`config.mk`:
```
export PLATFORM = sky130hd
export DESIGN_NAME = alu_seq_ctrl_flat
export DESIGN_NICKNAME = d
export VERILOG_FILES = /design/src/rtl/alu_seq_ctrl_if.sv /design/src/rtl/alu_seq_ctrl.sv /design/src/flat_wrapper.sv
export SDC_FILE = /design/constraint.sdc
export NUM_CORES = 1
export LEC_CHECK = 0
export BUFFER_PORTS_ARGS = -buffer_cell sky130_fd_sc_hd__buf_4
export CORE_AREA = 2 2 63 65
export CTS_CLUSTER_SIZE = 40
export DETAILED_ROUTE_END_ITERATION = 8
export DIE_AREA = 0 0 65 67
export PLACE_DENSITY_LB_ADDON = 0.25
export SLEW_MARGIN = 20
export SYNTH_ARGS = -nofsm -noshare
export SYNTH_HDL_FRONTEND = slang
export SYNTH_SLANG_ARGS = --single-unit
```
`constraint.sdc`:
```
create_clock -name Clock -period 3.57 [get_ports Clock]
set_input_delay 0.714 -clock Clock [delete_from_list [all_inputs] [get_ports Clock]]
set_output_delay 0.714 -clock Clock [all_outputs]
set_load 0.02 [all_outputs]
```
`src/rtl/alu_seq_ctrl_if.sv`:
```
// Strobe/handshake bundle between alu_seq_ctrl (master) and the datapath side (slave).
// Widths follow REG_BITS / OP_WIDTH / CNT_WIDTH of the sequencer instance.
interface alu_seq_ctrl_if #(
    parameter int REG_BITS  = 4,
    parameter int OP_WIDTH  = 5,
    parameter int CNT_WIDTH = 16
);
    localparam int NUM_REGS = 2 ** REG_BITS;

    logic                 run;
    logic [31:0]          ir;
    logic                 mem_ready;
    logic                 PCout;
    logic                 MARin;
    logic                 IncPC;
    logic                 PCin;
    logic                 Read;
    logic                 MDRin;
    logic                 MDRout;
    logic                 IRin;
    logic                 Yin;
    logic                 ZLowin;
    logic                 ZHighin;
    logic                 ZLowout;
    logic                 ZHighout;
    logic                 HIin;
    logic                 LOin;
    logic [NUM_REGS-1:0]  Rin;
    logic [NUM_REGS-1:0]  Rout;
    logic [OP_WIDTH-1:0]  OP;
    logic                 done;
    logic                 err;
    logic [CNT_WIDTH-1:0] instr_count;

    modport master (
        input  run, ir, mem_ready,
        output PCout, MARin, IncPC, PCin, Read, MDRin, MDRout, IRin, Yin,
               ZLowin, ZHighin, ZLowout, ZHighout, HIin, LOin,
               Rin, Rout, OP, done, err, instr_count
    );

    modport slave (
        output run, ir, mem_ready,
        input  PCout, MARin, IncPC, PCin, Read, MDRin, MDRout, IRin, Yin,
               ZLowin, ZHighin, ZLowout, ZHighout, HIin, LOin,
               Rin, Rout, OP, done, err, instr_count
    );
endinterface

```
`src/rtl/alu_seq_ctrl.sv`:
```
// Fetch/execute strobe sequencer for the bus datapath (T0..T6, HALT on illegal opcode).
// Define ALU_SEQ_MULDIV_EN to enable MUL/DIV sequencing through T5/T6.
module alu_seq_ctrl #(
    parameter int REG_BITS  = 4,
    parameter int OP_WIDTH  = 5,
    parameter int CNT_WIDTH = 16
) (
    input  logic           Clock,
    input  logic           Clear,
    alu_seq_ctrl_if.master bus
);
    localparam int NUM_REGS = 2 ** REG_BITS;
    localparam int RA_MSB   = 31 - OP_WIDTH;
    localparam int RB_MSB   = RA_MSB - REG_BITS;
    localparam int RC_MSB   = RB_MSB - REG_BITS;

    typedef enum logic [3:0] {
        S_IDLE = 4'd0,
        S_T0   = 4'd1,
        S_T1   = 4'd2,
        S_T2   = 4'd3,
        S_T3   = 4'd4,
        S_T4   = 4'd5,
        S_T5   = 4'd6,
`ifdef ALU_SEQ_MULDIV_EN
        S_T6   = 4'd7,
`endif
        S_HALT = 4'd8
    } state_t;

    state_t               state_r;
    state_t               state_nxt_s;
    logic                 err_r;
    logic [CNT_WIDTH-1:0] cnt_r;

    logic [OP_WIDTH-1:0]  opc_s;
    logic [REG_BITS-1:0]  ra_s;
    logic [REG_BITS-1:0]  rb_s;
    logic [REG_BITS-1:0]  rc_s;
    logic [31:0]          opc_ext_s;
    logic                 is_bin_s;
    logic                 is_un_s;
    logic                 is_md_s;
    logic                 is_ill_s;
    logic                 unused_ir_s;

    logic pc_out_s, mar_in_s, inc_pc_s, pc_in_s, read_s, mdr_in_s, mdr_out_s, ir_in_s;
    logic y_in_s, zlow_in_s, zhigh_in_s, zlow_out_s, zhigh_out_s, hi_in_s, lo_in_s;
    logic done_s, err_s;
    logic [NUM_REGS-1:0] rin_s;
    logic [NUM_REGS-1:0] rout_s;
    logic [OP_WIDTH-1:0] op_s;

    function automatic logic [NUM_REGS-1:0] reg_sel(input logic [REG_BITS-1:0] idx);
        reg_sel = NUM_REGS'(1'b1) << idx;
    endfunction

    // After the done state the sequencer either refetches or parks in IDLE.
    function automatic state_t after_done(input logic run_v);
        if (run_v) begin
            after_done = S_T0;
        end else begin
            after_done = S_IDLE;
        end
    endfunction

    assign opc_s       = bus.ir[31 -: OP_WIDTH];
    assign ra_s        = bus.ir[RA_MSB -: REG_BITS];
    assign rb_s        = bus.ir[RB_MSB -: REG_BITS];
    assign rc_s        = bus.ir[RC_MSB -: REG_BITS];
    assign opc_ext_s   = 32'(opc_s);
    assign unused_ir_s = ^bus.ir;

    assign is_bin_s = (opc_ext_s <= 32'h0000_000E);
    assign is_un_s  = (opc_ext_s == 32'h0000_0011) || (opc_ext_s == 32'h0000_0012);
`ifdef ALU_SEQ_MULDIV_EN
    assign is_md_s  = (opc_ext_s == 32'h0000_000F) || (opc_ext_s == 32'h0000_0010);
`else
    assign is_md_s  = 1'b0;
`endif
    assign is_ill_s = !(is_bin_s || is_un_s || is_md_s);

    // Next-state and strobe decode from the registered state and the IR fields.
    always_comb begin
        state_nxt_s = state_r;
        pc_out_s    = 1'b0;
        mar_in_s    = 1'b0;
        inc_pc_s    = 1'b0;
        pc_in_s     = 1'b0;
        read_s      = 1'b0;
        mdr_in_s    = 1'b0;
        mdr_out_s   = 1'b0;
        ir_in_s     = 1'b0;
        y_in_s      = 1'b0;
        zlow_in_s   = 1'b0;
        zhigh_in_s  = 1'b0;
        zlow_out_s  = 1'b0;
        zhigh_out_s = 1'b0;
        hi_in_s     = 1'b0;
        lo_in_s     = 1'b0;
        done_s      = 1'b0;
        err_s       = err_r;
        rin_s       = {NUM_REGS{1'b0}};
        rout_s      = {NUM_REGS{1'b0}};
        op_s        = {OP_WIDTH{1'b0}};
        case (state_r)
            S_IDLE: begin
                if (bus.run) begin
                    state_nxt_s = S_T0;
                end else begin
                    state_nxt_s = S_IDLE;
                end
            end
            S_T0: begin
                pc_out_s    = 1'b1;
                mar_in_s    = 1'b1;
                inc_pc_s    = 1'b1;
                zlow_in_s   = 1'b1;
                zhigh_in_s  = 1'b1;
                state_nxt_s = S_T1;
            end
            S_T1: begin
                zlow_out_s = 1'b1;
                pc_in_s    = 1'b1;
                read_s     = 1'b1;
                mdr_in_s   = 1'b1;
                if (bus.mem_ready) begin
                    state_nxt_s = S_T2;
                end else begin
                    state_nxt_s = S_T1;
                end
            end
            S_T2: begin
                mdr_out_s   = 1'b1;
                ir_in_s     = 1'b1;
                state_nxt_s = S_T3;
            end
            S_T3: begin
                if (is_bin_s) begin
                    rout_s      = reg_sel(rb_s);
                    y_in_s      = 1'b1;
                    state_nxt_s = S_T4;
                end else if (is_un_s) begin
                    rout_s      = reg_sel(rb_s);
                    zlow_in_s   = 1'b1;
                    zhigh_in_s  = 1'b1;
                    op_s        = opc_s;
                    state_nxt_s = S_T4;
                end else if (is_md_s) begin
                    rout_s      = reg_sel(ra_s);
                    y_in_s      = 1'b1;
                    state_nxt_s = S_T4;
                end else begin
                    err_s       = 1'b1;
                    state_nxt_s = S_HALT;
                end
            end
            S_T4: begin
                if (is_bin_s || is_md_s) begin
                    rout_s      = is_bin_s ? reg_sel(rc_s) : reg_sel(rb_s);
                    zlow_in_s   = 1'b1;
                    zhigh_in_s  = 1'b1;
                    op_s        = opc_s;
                    state_nxt_s = S_T5;
                end else if (is_un_s) begin
                    zlow_out_s  = 1'b1;
                    rin_s       = reg_sel(ra_s);
                    done_s      = 1'b1;
                    state_nxt_s = after_done(bus.run);
                end else begin
                    state_nxt_s = S_IDLE;
                end
            end
            S_T5: begin
                if (is_bin_s) begin
                    zlow_out_s  = 1'b1;
                    rin_s       = reg_sel(ra_s);
                    done_s      = 1'b1;
                    state_nxt_s = after_done(bus.run);
`ifdef ALU_SEQ_MULDIV_EN
                end else if (is_md_s) begin
                    zlow_out_s  = 1'b1;
                    lo_in_s     = 1'b1;
                    state_nxt_s = S_T6;
`endif
                end else begin
                    state_nxt_s = S_IDLE;
                end
            end
`ifdef ALU_SEQ_MULDIV_EN
            S_T6: begin
                zhigh_out_s = 1'b1;
                hi_in_s     = 1'b1;
                done_s      = 1'b1;
                state_nxt_s = after_done(bus.run);
            end
`endif
            S_HALT: begin
                state_nxt_s = S_HALT;
            end
            default: begin
                state_nxt_s = S_IDLE;
            end
        endcase
    end

    // State register, sticky illegal-opcode flag and retired-instruction counter.
    always_ff @(posedge Clock or negedge Clear) begin
        if (!Clear) begin
            state_r <= S_IDLE;
            err_r   <= 1'b0;
            cnt_r   <= {CNT_WIDTH{1'b0}};
        end else begin
            state_r <= state_nxt_s;
            if (state_nxt_s == S_HALT) begin
                err_r <= 1'b1;
            end
            if (done_s) begin
                cnt_r <= cnt_r + CNT_WIDTH'(1'b1);
            end
        end
    end

    assign bus.PCout       = pc_out_s;
    assign bus.MARin       = mar_in_s;
    assign bus.IncPC       = inc_pc_s;
    assign bus.PCin        = pc_in_s;
    assign bus.Read        = read_s;
    assign bus.MDRin       = mdr_in_s;
    assign bus.MDRout      = mdr_out_s;
    assign bus.IRin        = ir_in_s;
    assign bus.Yin         = y_in_s;
    assign bus.ZLowin      = zlow_in_s;
    assign bus.ZHighin     = zhigh_in_s;
    assign bus.ZLowout     = zlow_out_s;
    assign bus.ZHighout    = zhigh_out_s;
    assign bus.HIin        = hi_in_s;
    assign bus.LOin        = lo_in_s;
    assign bus.Rin         = rin_s;
    assign bus.Rout        = rout_s;
    assign bus.OP          = op_s;
    assign bus.done        = done_s;
    assign bus.err         = err_s;
    assign bus.instr_count = cnt_r;
endmodule

```
`src/flat_wrapper.sv`:
```
// flat-port wrapper written by rule: the top's interface ports become plain ports
module alu_seq_ctrl_flat 
#(
    parameter int REG_BITS  = 4,
    parameter int OP_WIDTH  = 5,
    parameter int CNT_WIDTH = 16
)
  (Clock, Clear, bus_run, bus_ir, bus_mem_ready, bus_PCout, bus_MARin, bus_IncPC, bus_PCin, bus_Read, bus_MDRin, bus_MDRout, bus_IRin, bus_Yin, bus_ZLowin, bus_ZHighin, bus_ZLowout, bus_ZHighout, bus_HIin, bus_LOin, bus_Rin, bus_Rout, bus_OP, bus_done, bus_err, bus_instr_count);
  alu_seq_ctrl_if #(.REG_BITS(REG_BITS), .OP_WIDTH(OP_WIDTH), .CNT_WIDTH(CNT_WIDTH)) bus_i ();
  input  logic Clock;
  input  logic Clear;
  input wire logic [$bits(bus_i.run)-1:0] bus_run;
  input wire logic [$bits(bus_i.ir)-1:0] bus_ir;
  input wire logic [$bits(bus_i.mem_ready)-1:0] bus_mem_ready;
  output wire logic [$bits(bus_i.PCout)-1:0] bus_PCout;
  output wire logic [$bits(bus_i.MARin)-1:0] bus_MARin;
  output wire logic [$bits(bus_i.IncPC)-1:0] bus_IncPC;
  output wire logic [$bits(bus_i.PCin)-1:0] bus_PCin;
  output wire logic [$bits(bus_i.Read)-1:0] bus_Read;
  output wire logic [$bits(bus_i.MDRin)-1:0] bus_MDRin;
  output wire logic [$bits(bus_i.MDRout)-1:0] bus_MDRout;
  output wire logic [$bits(bus_i.IRin)-1:0] bus_IRin;
  output wire logic [$bits(bus_i.Yin)-1:0] bus_Yin;
  output wire logic [$bits(bus_i.ZLowin)-1:0] bus_ZLowin;
  output wire logic [$bits(bus_i.ZHighin)-1:0] bus_ZHighin;
  output wire logic [$bits(bus_i.ZLowout)-1:0] bus_ZLowout;
  output wire logic [$bits(bus_i.ZHighout)-1:0] bus_ZHighout;
  output wire logic [$bits(bus_i.HIin)-1:0] bus_HIin;
  output wire logic [$bits(bus_i.LOin)-1:0] bus_LOin;
  output wire logic [$bits(bus_i.Rin)-1:0] bus_Rin;
  output wire logic [$bits(bus_i.Rout)-1:0] bus_Rout;
  output wire logic [$bits(bus_i.OP)-1:0] bus_OP;
  output wire logic [$bits(bus_i.done)-1:0] bus_done;
  output wire logic [$bits(bus_i.err)-1:0] bus_err;
  output wire logic [$bits(bus_i.instr_count)-1:0] bus_instr_count;
  assign bus_i.run = bus_run;
  assign bus_i.ir = bus_ir;
  assign bus_i.mem_ready = bus_mem_ready;
  assign bus_PCout = bus_i.PCout;
  assign bus_MARin = bus_i.MARin;
  assign bus_IncPC = bus_i.IncPC;
  assign bus_PCin = bus_i.PCin;
  assign bus_Read = bus_i.Read;
  assign bus_MDRin = bus_i.MDRin;
  assign bus_MDRout = bus_i.MDRout;
  assign bus_IRin = bus_i.IRin;
  assign bus_Yin = bus_i.Yin;
  assign bus_ZLowin = bus_i.ZLowin;
  assign bus_ZHighin = bus_i.ZHighin;
  assign bus_ZLowout = bus_i.ZLowout;
  assign bus_ZHighout = bus_i.ZHighout;
  assign bus_HIin = bus_i.HIin;
  assign bus_LOin = bus_i.LOin;
  assign bus_Rin = bus_i.Rin;
  assign bus_Rout = bus_i.Rout;
  assign bus_OP = bus_i.OP;
  assign bus_done = bus_i.done;
  assign bus_err = bus_i.err;
  assign bus_instr_count = bus_i.instr_count;
  alu_seq_ctrl #(.REG_BITS(REG_BITS), .OP_WIDTH(OP_WIDTH), .CNT_WIDTH(CNT_WIDTH)) u_core (.Clock(Clock), .Clear(Clear), .bus(bus_i));
endmodule
```
; Word level (Yosys, flattened, before mapping)
; Cells that the tools add are included.
[totals]
reg_bits = 21
latch_bits = 0
ramBits = 0
mem_bits_ro = 0
input_bits = 36
output_inout_bits = 70
elab_cells = 53
mem_count = 0
[op_classes]
addsub = 1
n_mul = 0
div_mod_pow = 0
n_lt_le_gt_ge = 1
n_eq_ne = 10
shift = 3
n_mux = 33
n_bitwise = 0
n_reduce_logical = 2
[ops]
columns = operator, n
row1 = 2-to-1 mux 16 bit, 6
row2 = one-hot mux 16 bit (2 select lines), 2
row3 = "<< shifter 1 x 4 -> 16 bit, first input constant", 3
row4 = one-hot mux 4 bit (8 select lines), 1
row5 = "adder 16 x 1 -> 16 bit, second input constant", 1
row6 = 2-to-1 mux 5 bit, 3
row7 = 2-to-1 mux 1 bit, 14
row8 = "== test 4 x 3 -> 1 bit, second input constant", 3
row9 = 2-to-1 mux 4 bit, 3
row10 = "== test 5 bit, second input constant", 2
row11 = one-hot mux 5 bit (2 select lines), 1
row12 = "== test 4 x 2 -> 1 bit, second input constant", 2
row13 = "== test 4 bit, second input constant", 2
row14 = one-hot mux 1 bit (3 select lines), 2
row15 = "<= comparator 5 x 4 -> 1 bit, second input constant", 1
row16 = "== test 4 x 1 -> 1 bit, second input constant", 1
row17 = logical NOT 4 bit, 1
row18 = one-hot mux 1 bit (2 select lines), 1
row19 = logical OR 1 bit, 1

; Depth between registers and ports, before layout
[depth]
word_depth = 6
mapped_depth = 6
mapped_depth_nobuf = 5

; Least setup slack after synthesis
; OpenSTA, ideal clock, no wires.
[synth_timing]
path_type = input -> output
start = input port bus_ir[30]
end = output port bus_Rin[0]
t_arrival_ns = 2.135
setup_slack_ns = 0.721
cell_stages = 5
n_path_buf = 1
path_cell_list = a41oi_1 a32o_2 buf_2 nand2_1 nor3_1
[synth_between]
elab_chain_len = 5
elab_cells_between_ends = 8
[synth_lines]
columns = item, line_no
row1 = from (decl), flat_wrapper.sv:13  ; input wire logic [$bits(bus_i.ir)-1:0] bus_ir;
row2 = branches (longest 4 deep; another with <= comparator 5 x 4 -> 1 bit), -
row3 = one-hot mux 16 bit (2 select lines) (*), alu_seq_ctrl.sv:106  ; case (state_r)
row4 = to (decl), flat_wrapper.sv:30  ; output wire logic [$bits(bus_i.Rin)-1:0] bus_Rin;
; Mark *: on every way between the ends.

; Final worst setup path
[layout_timing]
start = input port bus_ir[29]
end = output port bus_Rout[11]
[layout_between]
elab_chain_len = 5
elab_cells_between_ends = 8
[layout_lines]
columns = item, line_no
row1 = branches (longest 4 deep; another with <= comparator 5 x 4 -> 1 bit), -
row2 = one-hot mux 16 bit (2 select lines) (*), alu_seq_ctrl.sv:106
row3 = to (decl), flat_wrapper.sv:31  ; output wire logic [$bits(bus_i.Rout)-1:0] bus_Rout;
; Marked as above.

==> impl_metrics.sql <==
INSERT INTO impl_metrics (metric_group, metric, value, unit) VALUES
('routing', 'number_of_detailed_route_iterations_in_the_first_pass', '4', ''),
('cts', 'root_buffer', 'sky130_fd_sc_hd__clkbuf_8', ''),
('placement', 'placement.io_buffers', '87', ''),
('power', 'power_share_of_the_sequential_group', '0.345', ''),
('placement', 'dp_hpwl', '3320', 'um'),
('yosys', 'yosys-top-cells-area', 'sky130_fd_sc_hd__dfrtp_1, sky130_fd_sc_hd__xnor2_1, sky130_fd_sc_hd__nand3_1, sky130_fd_sc_hd__nor2_1, sky130_fd_sc_hd__buf_4', ''),
('cts', 'cts_buffer_depth', '2', ''),
('cts', 'cts.repair_timing.setup_buffer_count', '0', ''),
('routing', 'detailedRoute.firstIterationViolations', '139', ''),
('global_route', 'grt_first_pass_wirelength', '6600', 'um'),
('routing', 'wl', '4210', 'um'),
('floorplanning', 'design.die.area', '4360', 'um2'),
('sta', 'setup_slack', '0.533', 'ns'),
('routing', 'detail_route.wl_per_cell', '12.9', 'um'),
('cts', 'clk_latency', '0.25', 'ns'),
('global_route', 'grt_remaining_overflow', '0', ''),
('worst_setup_path', 'cp.arrival', '2.32', 'ns'),
('placement', 'place_congestion', '0.870', ''),
('worst_setup_path', 'worstPathMaxFanout', '10', ''),
('finish', 'syn_to_final_growth', '40.9', '%'),
('yosys', 'postSynthRegisterBits', '21', ''),
('power', 'switching_power', '409', 'uW'),
('global_route', 'number_of_global_route_vias_before_repair', '1475', ''),
('routing', 'vias', '1690', ''),
('floorplanning', 'floorplan_core_area', '3610', 'um2'),
('power', 'clk_network_pwr_share', '0.157', ''),
('routing', 'drtAntennaViolNets', '0', ''),
('sta', 'timing.clock.skew', '0.00350', 'ns'),
('placement', 'place_worst_setup_slack', '0.561', 'ns'),
('power', 'power.total', '956', 'uW'),
('global_route', 'antenna_found_initial', '0', ''),
('worst_setup_path', 'critPathLaunch', 'bus_ir[29]', ''),
('cts', 'cts-buffers-inserted', '3', ''),
('power', 'power_per_cell_area', '416', 'nW/um2'),
('yosys', 'synth.yosys.warnings', '0', ''),
('routing', 'drc', '0', ''),
('power', 'p_int', '547', 'uW'),
('worst_setup_path', 'regToRegSetupSlack', '1.76', 'ns'),
('worst_setup_path', 'critPathKind', 'input port to primary output', ''),
('sta', 'finalSetupTns', '0', 'ns'),
('yosys', 'synthesis.area', '1630', 'um2'),
('cts', 'clock_sinks', '21', ''),
('sta', 'worst_slew_pin_slew', '0.500', 'ns'),
('global_route', 'largest_net_degree_at_the_start_of_global_routing', '22', ''),
('sta', 'hold_ws', '0.327', 'ns'),
('outcome', 'run_status', 'complete, no violations', ''),
('worst_setup_path', 'worst_r2r_startpoint', 'u_core.state_r[1]', ''),
('yosys', 'synth_edf_count', '0', ''),
('yosys', 'synth_area_leader_cell', 'sky130_fd_sc_hd__dfrtp_1', ''),
('floorplanning', 'die_width', '65', 'um'),
('yosys', 'async_reset_ff_frac', '1.00', ''),
('power', 'combinational_fraction_of_design_power', '0.498', ''),
('worst_setup_path', 'worst_setup_start_kind', 'input port', ''),
('sta', 'finalWorstPathRequiredPeriod', '3.04', 'ns'),
('global_route', 'gr-usage-all-layers', '0.187', ''),
('hold_path', 'hp-class', 'input port to asynchronous set/reset pin', ''),
('worst_setup_path', 'timing.reg2reg.worst_path_depth', '4', ''),
('sta', 'maxClockFrequency', '0.329', 'GHz'),
('yosys', 'synth_sequential_area_ratio', '0.322', ''),
('power', 'leakagePower', '0.00114', 'uW'),
('floorplanning', 'io_pins', '106', ''),
('cts', 'cts_tree', 'done', ''),
('sta', 'timing.final.setup_violations', '0', ''),
('cts', 'h-tree-depth', '1', ''),
('cts', 'clock_slew_at_the_register_clock_pins_of_the_worst_setup_and_hold_paths', '0.07', 'ns'),
('yosys', 'synth_commonest_cells', 'sky130_fd_sc_hd__dfrtp_1, sky130_fd_sc_hd__nor2_1, sky130_fd_sc_hd__nand2_1', ''),
('routing', 'post_drt_via_cell_ratio', '5.20', ''),
('floorplanning', 'die_y', '67', 'um'),
('worst_setup_path', 'cp.required', '2.86', 'ns'),
('power', 'max-vdd-ir-drop', '0.435', 'mV'),
('finish', 'antenna_cells_inserted', '0', '');
[worst min path at each step]
stage                       from                        end  slack, ns  cells after the start
finish                     Clear  u_core.bus.instr_count[5]       0.33                      1
global route               Clear  u_core.bus.instr_count[7]       0.34                      1
CTS                        Clear  u_core.bus.instr_count[7]       0.33                      1
detailed placement  u_core.err_r               u_core.err_r       0.45                      2
global placement    u_core.err_r               u_core.err_r       0.45                      2
floorplan                  Clear  u_core.bus.instr_count[0]       0.42                      0
[metal layers]
layer | vias to the layer above | part of all wire | global-route usage
li1 | 846 | - | -
met1 | 783 | 0.42 | 0.243
met2 | 59 | 0.51 | 0.340
met3 | 2 | 0.064 | 0.0152
met4 | 0 | 0.0024 | 0.0319
met5 | - | 0 | 0
[through the flow]
step	util	cells	cell area (um2)
detailed placement	0.625	321	2250
CTS	0.637	325	2300
global placement	0.625	321	2250
finish	0.637	325	2300
global route	0.637	325	2300
floorplan	-	199	1640
[cells by family (layout without fill, tap and decap cells)]
family	Yosys count	in the layout	synth area share
buffers and inverters	26	104	0.0928
multiplexers	1	1	0.00690
adder cells (fa/ha/maj)	1	1	0.00767
flip-flops	21	21	0.322
other	1	3	0.00230
AO/OA/AOI/OAI	27	27	0.127
XOR/XNOR	16	16	0.0859
AND/OR/NAND/NOR	104	104	0.356
[cell usage in the layout (no fill, tap or decap), drive strengths merged, types with 2 or more instances in the layout]
cell type   n
a21oi       2
and2        5
and3        5
buf        88
clkbuf      4
conb        3
dfrtp      21
inv        12
nand2      18
nand2b      7
nand3      16
nand3b      3
nand4       7
nor2       21
nor2b       2
nor3        7
nor3b       2
nor4        2
o21ai       6
o22ai       8
o31ai       3
o41ai       3
or3         4
xnor2      14
xor2        2
[layout make-up]
| type | instances | area [um2] |
|---|---|---|
| fill | 315 | 1310 |
| clock buffer | 4 | 45.0 |
| timing repair buffer | 88 | 661 |
| sequential | 21 | 526 |
| multi-input combinational | 152 | 962 |
| tap | 48 | 60.1 |
| inverter | 12 | 45.0 |
[registers in the layout, summed over array words and instances (netlist names)]
signal,flops
u_core.bus.instr_count,16
u_core.state_r,4
u_core.err_r,1
[critical path, cell delays in order]
cell and delay [ns]:
sky130_fd_sc_hd__buf_4 0.13, sky130_fd_sc_hd__a41oi_1 0.39, sky130_fd_sc_hd__nand2_2 0.22, sky130_fd_sc_hd__nor3b_1 0.48
sky130_fd_sc_hd__nand3_1 0.14, sky130_fd_sc_hd__o21ai_1 0.10, sky130_fd_sc_hd__buf_4 0.16
[power groups by stage]
stage / Sequential, uW / Combinational, uW / Clock, uW
after floorplan: 317 / 363 / 0
after global placement: 333 / 472 / 0
after detailed placement: 333 / 478 / 0
after CTS: 328 / 481 / 155
after global routing: 338 / 516 / 162
final: 330 / 476 / 150
No activity file was read; power rests on OpenSTA's default activity.
